$ cat src/rtl/rv32i_pkg.sv
// rtl/rv32i_pkg.sv - shared datapath width, ALU opcodes and forwarding selects
// Contents: DPW datapath width, alu_op_t ALU operations, fwd_sel_t operand
// forwarding selects, fwd_mux helper that resolves a forwarding select.
package rv32i_pkg;

    localparam int DPW = 32;

    typedef enum logic [2:0] {
        ALU_ADD = 3'b000,
        ALU_SUB = 3'b001,
        ALU_AND = 3'b010,
        ALU_OR  = 3'b011,
        ALU_SLT = 3'b101
    } alu_op_t;

    typedef enum logic [1:0] {
        FWD_REG = 2'b00,
        FWD_W   = 2'b01,
        FWD_M   = 2'b10
    } fwd_sel_t;

    // Select 2'b11 is unused by hazard logic and falls back to the register value.
    function automatic logic [DPW-1:0] fwd_mux(
        input logic [1:0]     sel,
        input logic [DPW-1:0] reg_val,
        input logic [DPW-1:0] w_val,
        input logic [DPW-1:0] m_val
    );
        case (sel)
            FWD_W:   fwd_mux = w_val;
            FWD_M:   fwd_mux = m_val;
            default: fwd_mux = reg_val;
        endcase
    endfunction

endpackage

$ cat src/rtl/alu.sv
// rtl/alu.sv - combinational execute-stage ALU
// Ports: a, b operands; alu_ctrl operation; result DPW-bit result; zero result==0.
module alu
    import rv32i_pkg::*;
(
    input  logic [DPW-1:0] a,
    input  logic [DPW-1:0] b,
    input  alu_op_t        alu_ctrl,
    output logic [DPW-1:0] result,
    output logic           zero
);

    always_comb begin
        result = '0;
        case (alu_ctrl)
            ALU_ADD: result = a + b;
            ALU_SUB: result = a - b;
            ALU_AND: result = a & b;
            ALU_OR:  result = a | b;
            ALU_SLT: result = {{(DPW-1){1'b0}}, ($signed(a) < $signed(b))};
            default: result = '0;
        endcase
    end

    assign zero = (result == '0);

endmodule

$ cat src/rtl/writeback_stage.sv
// rtl/writeback_stage.sv - execute, memory and writeback pipeline stages
// Ports: clk, rst (sync, active-high); E-stage controls, operands, RdE and
// forwarding selects in; zeroE, aluresultM, RdM/RdW, regwriteM/regwriteW for
// hazard logic; we/addr_3/wd_3 drive the register-file write port.
module writeback_stage
    import rv32i_pkg::*;
#(
    parameter int ADW        = 5,
    parameter int DMEM_DEPTH = 64
) (
    input  logic           clk,
    input  logic           rst,
    input  logic           resultsrcE,
    input  logic           memwriteE,
    input  logic           alusrcE,
    input  logic           regwriteE,
    input  alu_op_t        alu_ctrlE,
    input  logic [DPW-1:0] srcA,
    input  logic [DPW-1:0] Rd2E,
    input  logic [DPW-1:0] immextE,
    input  logic [4:0]     RdE,
    input  logic [1:0]     forwardAE,
    input  logic [1:0]     forwardBE,
    output logic           zeroE,
    output logic [DPW-1:0] aluresultM,
    output logic [4:0]     RdM,
    output logic [4:0]     RdW,
    output logic           regwriteM,
    output logic           regwriteW,
    output logic           we,
    output logic [ADW-1:0] addr_3,
    output logic [DPW-1:0] wd_3
);

    localparam int IDXW = $clog2(DMEM_DEPTH);

    logic [DPW-1:0] src_a_fwd;
    logic [DPW-1:0] src_b_fwd;
    logic [DPW-1:0] src_b;
    logic [DPW-1:0] aluresultE;
    logic [DPW-1:0] resultW;

    logic [DPW-1:0] writedataM;
    logic           resultsrcM;
    logic           memwriteM;
    logic [DPW-1:0] readdataM;
    logic [IDXW-1:0] mem_idx;

    logic [DPW-1:0] aluresultW;
    logic [DPW-1:0] readdataW;
    logic           resultsrcW;

    logic [DPW-1:0] dmem [DMEM_DEPTH];

    assign src_a_fwd = fwd_mux(forwardAE, srcA, resultW, aluresultM);
    assign src_b_fwd = fwd_mux(forwardBE, Rd2E, resultW, aluresultM);
    assign src_b     = alusrcE ? immextE : src_b_fwd;

    alu u_alu (
        .a        (src_a_fwd),
        .b        (src_b),
        .alu_ctrl (alu_ctrlE),
        .result   (aluresultE),
        .zero     (zeroE)
    );

    always_ff @(posedge clk) begin
        if (rst) begin
            aluresultM <= '0;
            writedataM <= '0;
            RdM        <= '0;
            regwriteM  <= 1'b0;
            resultsrcM <= 1'b0;
            memwriteM  <= 1'b0;
            aluresultW <= '0;
            readdataW  <= '0;
            RdW        <= '0;
            regwriteW  <= 1'b0;
            resultsrcW <= 1'b0;
        end else begin
            aluresultM <= aluresultE;
            writedataM <= src_b_fwd;
            RdM        <= RdE;
            regwriteM  <= regwriteE;
            resultsrcM <= resultsrcE;
            memwriteM  <= memwriteE;
            aluresultW <= aluresultM;
            readdataW  <= readdataM;
            RdW        <= RdM;
            regwriteW  <= regwriteM;
            resultsrcW <= resultsrcM;
        end
    end

    // Word-addressed: byte offset dropped, address bits above the depth wrap.
    assign mem_idx   = aluresultM[IDXW+1:2];
    assign readdataM = dmem[mem_idx];

    // Contents survive reset; reset only blocks the store sitting in M.
    always_ff @(posedge clk) begin
        if (memwriteM && !rst) begin
            dmem[mem_idx] <= writedataM;
        end
    end

    assign resultW = resultsrcW ? readdataW : aluresultW;
    assign wd_3    = resultW;
    assign addr_3  = RdW[ADW-1:0];
    assign we      = regwriteW && (RdW != 5'd0);

endmodule

$ cat config.mk
export PLATFORM = sky130hd
export DESIGN_NAME = writeback_stage
export DESIGN_NICKNAME = d
export VERILOG_FILES = /design/src/rtl/rv32i_pkg.sv /design/src/rtl/alu.sv /design/src/rtl/writeback_stage.sv
export SDC_FILE = /design/constraint.sdc
export NUM_CORES = 2
export LEC_CHECK = 0
export BUFFER_PORTS_ARGS = -buffer_cell sky130_fd_sc_hd__buf_2
export CAP_MARGIN = 20
export CORE_MARGIN = 2
export CORE_UTILIZATION = 60
export CTS_CLUSTER_SIZE = 40
export DETAILED_ROUTE_END_ITERATION = 16
export PLACE_DENSITY = 0.73
export SYNTH_ARGS = -nofsm -noshare
export SYNTH_HDL_FRONTEND = slang
export SYNTH_SLANG_ARGS = --single-unit
$ cat constraint.sdc
create_clock -name clk -period 8.8 [get_ports clk]
set_input_delay 1.32 -clock clk [delete_from_list [all_inputs] [get_ports clk]]
set_output_delay 1.32 -clock clk [all_outputs]
set_load 0.02 [all_outputs]
==> flow_results.org <==
** Worst setup path
- Highest cell delay on the worst timing path :: 0.76 ns
- Arrival @ worst endpoint :: 6.89 ns
- The slowest stage of the critical path belongs to the cell ha_1.
- In this run the worst path has a maximum fanout of 18.
- STA classifies the critical path startpoint as an input port.
- Cell-by-cell listing of the critical path :: buf_2 -> inv_1 -> ha_1 -> buf_4 -> a22oi_1 -> o21ai_0 -> ha_1 -> nor3_1 -> nand2_1 -> a211oi_1 -> o22ai_1 -> a211oi_1 -> nand3_1 -> nor4_1 -> nand4_1 -> nor4_2 -> nand4_1 -> nor3b_2 -> buf_2
- Worst reg2reg path startpoint :: resultsrcW$_SDFF_PP0_
- RR Endpoint :: aluresultM[0]$_SDFF_PP0_
- For the worst setup path, the data required time is about 7.5 ns.
- STA classifies the critical path endpoint as an output pin.
- Measured in cells, the most critical reg-to-reg path has a length of 16.
- Together, buffers and inverters on the worst path number 4.
- Flop-to-flop setup slack :: 3.20 ns
- Logic depth of the worst setup path including buffers :: 19
- The cell family contributing the most delay on the critical path is simple AND/OR/NAND/NOR gates.
- Category of the most critical setup path :: in -> out

** Cells and area
- Final core utilization :: 0.680
- Of the cells placed in the final design, the portion with a size suffix greater than 1 is 0.148.
- Fill cell count :: 9038
- The area growth from synthesis to layout is 12.6%.
- Net count, final :: 5633

** Die
- Width of the chip :: 378 um
- For this configuration, the core starts out at a cell density of 0.604.
- Die H :: around 380 um
- Area of the die :: 0.143 mm^2
- Floorplan Core Area :: about 0.14 mm^2
- In this run the count of I/O pins placed on the die edge is 197.
- Count of standard-cell rows :: about 140

** Power and ir drop
- P_int :: 16.8 mW
- The worst-case IR drop observed on VDD is 0.000188 V.
- Power density over cell area :: 233 mW/mm^2
- Power Total :: 22.1 mW
- The analysis attributes to net switching a power of 5.26 mW.
- The analysis attributes to cell leakage a power of 30.8 nW.
- Fraction of power consumed by sequential logic :: 0.526
- Switching share of power :: 0.238
- Portion of total power attributed to combinational logic :: 0.084
- Power share of the clock group :: 0.390

** Timing
- Dividing the final minimum period by the clock period gives 0.933.
- Worst-case headroom to the max-slew limit :: 0.225
- For this run, the top clock speed supported by timing is 0.122 GHz.
- Tmin final :: 8.21 ns
- Summed over all failing endpoints, the final setup total negative slack is 0 ns.
- Slew Limit Fails :: 0
- Worst-margin pin slew :: 1.16 ns
- Worst Slack Setup Final :: roughly 0.59 ns
- Number of setup violations in the final report :: 0
- Number of hold-slack violations in the final timing report :: 0
- Unrepaired setup endpoints after global routing :: no
- The clock arrives with 0.0372 ns of skew.
- On the final layout, the worst hold slack is 0.451 ns.

** Logic synthesis
- Synthesized instance count :: between 5000 and 6000
- Counting every net in the synthesized netlist gives 5443.
- After synthesis, the cell types taking the most area are edfxtp_1, a22oi_1, dfxtp_1, a221oi_1, a22o_1.
- In the synthesized netlist the dominant register cell turns out to be edfxtp_1.
- Of all cell types, the one taking the most synthesized area is edfxtp_1.
- Synth Warn # :: 0
- Post-synth EDFFs :: 2048
- Synthesis-stage register bit count :: 2191
- Register area share after synthesis :: 0.765
- Post-Syn Area per Cell :: roughly 16 um^2
- Post-Syn Area :: between 0.08 and 0.09 mm^2
- Synthesis instantiated 85 different standard cells from the library.
- After synthesis, the most frequently instantiated cells are edfxtp_1, a22oi_1, clkbuf_1.
- Proportion of register bits with asynchronous set or reset after synthesis :: 0
- Of the post-synthesis cell area, the dominant cell type holds 0.731.
- Dominant cell by count in the synthesized netlist :: edfxtp_1

** Clocking
- Hold_buf cts :: 0
- CTS tree :: built
- Post-CTS timing repair inserted 0 buffers for setup.
- H-tree Lvls :: 4
- Clock transition at path regs :: approximately 0.070 ns
- The clock reaches the later pin of the worst-skew pair after 0.84 ns.
- The root buffer cell chosen for the clock tree is clkbuf_16.
- Maximum root-to-sink buffer count :: 3
- CTS saw 2191 sinks.
- Total clock buffers created by CTS :: 202
- Count of instances resized after the clock tree is built :: 0

** Worst hold path
- Number of cells on the worst hold path :: 1
- For hold timing, the worst endpoint is resultsrcW$_SDFF_PP0_.
- Source of the worst hold timing path :: resultsrcM$_SDFF_PP0_
- The path class of the tightest hold or removal check is reg -> reg.

** Route
- Routed wire per std cell :: 35.1 um
- Once detail routing completed, the nets flagged for antenna violations numbered 0.
- Vias per cell :: roughly 7.2
- Total iterations of the first detailed-routing run :: 7
- Summed over all layers, the routed wires come to 262000 um.
- After detailed routing, the number of remaining DRC violations is 0.
- Starting DRT DRC Count :: between 8000 and 9000
- The final route contains 53548 vias.

** Global route
- Across every metal layer, demand over resource in global routing totals 0.363.
- Via count of the first global-routing pass :: 49984
- Wire length of the first global-routing pass :: 367000 um
- Residual overflow from global routing :: 0
- Pin count of the biggest net entering global routing :: 116
- The number of antenna violations at the first check in global routing came to 8.

** Place
- HPWL after detailed placement :: roughly 150000 um
- In this run the tool buffered the top-level ports with around 200 buffer cells.
- Routability cong. :: 0.949
- Pre-CTS setup slack :: 0.855 ns

** Status
- Status :: finished clean

** Job
- The tool flagged a number of max-cap violations equal to 0.
[stage by stage]
stage,instance area (um^2),instances
finish,94700,7471
global route,94700,7468
CTS,94200,7442
detailed placement,87800,7062
global placement,87700,7061
floorplan,84100,5225
[cell usage in the layout (no fill, tap or decap), types with 11 or more instances in the layout]
master,n
o21a_1,11
nor2b_1,68
clkinv_1,38
nand4_1,52
a31oi_1,215
nor2_1,153
xnor2_1,16
a22o_1,217
ha_1,100
o21ai_0,95
edfxtp_1,2048
a21oi_1,185
clkbuf_1,47
buf_2,195
inv_1,94
bufinv_16,15
nor2_4,65
buf_12,33
buf_4,124
o211ai_1,19
a211oi_1,19
nand3_1,24
nand2_1,156
mux2_2,32
dfxtp_2,33
a22oi_1,661
a41oi_1,15
a221oi_1,217
dfxtp_1,110
nor4_1,47
clkbuf_16,204
clkinv_2,44
nor3_1,22
[worst max-delay path by stage]
stage                     endpoint          from  slack (ns)
after floorplan              zeroE  forwardBE[0]        2.05
after global placement       zeroE  forwardAE[1]        0.99
after detailed placement     zeroE  forwardAE[1]        0.85
after CTS                    zeroE  forwardAE[1]        0.85
after global routing         zeroE  forwardAE[1]        0.32
final                        zeroE  forwardAE[1]        0.59
[layer usage]
| metal | part of all wire | wire (um) | up-vias | global-route usage |
|---|---|---|---|---|
| met5 | 0.00027 | 72 | - | 0 |
| met4 | 0.062 | 16200 | 10 | 0.192 |
| met3 | 0.13 | 33900 | 709 | 0.0822 |
| met2 | 0.45 | 119000 | 4270 | 0.546 |
| met1 | 0.36 | 93300 | 26765 | 0.500 |
| li1 | - | - | 21794 | - |
[kinds of logic (layout without fill, tap and decap cells)]
group	Yosys count	in the layout	synth area share
other	0	4	0
and+or+nand+nor	658	658	0.0380
muxes	44	44	0.00605
adders and majority gates	104	104	0.0156
xor gates and xnor gates	17	17	0.00177
AOI/OAI and AO/OA	1743	1743	0.152
buffers and inverters	468	834	0.0214
DFF	2191	2191	0.765
[final cells by class]
class                      instances  area, um^2  area share
antenna                            4        10.0    0.000106
clock buffer                     258        5380      0.0568
clock inverter                   122        1110      0.0117
inverter                          99         372     0.00392
multi-input combinational       2566       18500       0.195
sequential                      2191       64400       0.680
tap                             1876        2350      0.0248
timing repair buffer             355        2620      0.0276
[state kept, by name (all words and copies together) (netlist names)]
name,count
dmem,2048
aluresultM,32
aluresultW,32
readdataW,32
writedataM,32
RdM,5
RdW,5
memwriteM,1
regwriteM,1
regwriteW,1
resultsrcM,1
resultsrcW,1
[power by group through the flow]
stage	logic (mW)	clock network [mW]	registers, mW
finish	1.86	8.61	11.6
detailed placement	1.66	0	12.0
global placement	1.66	0	11.9
floorplan	1.03	0	11.8
CTS	1.67	8.62	11.7
global route	1.95	9.01	11.6
(Power assumes the default switching activity.)
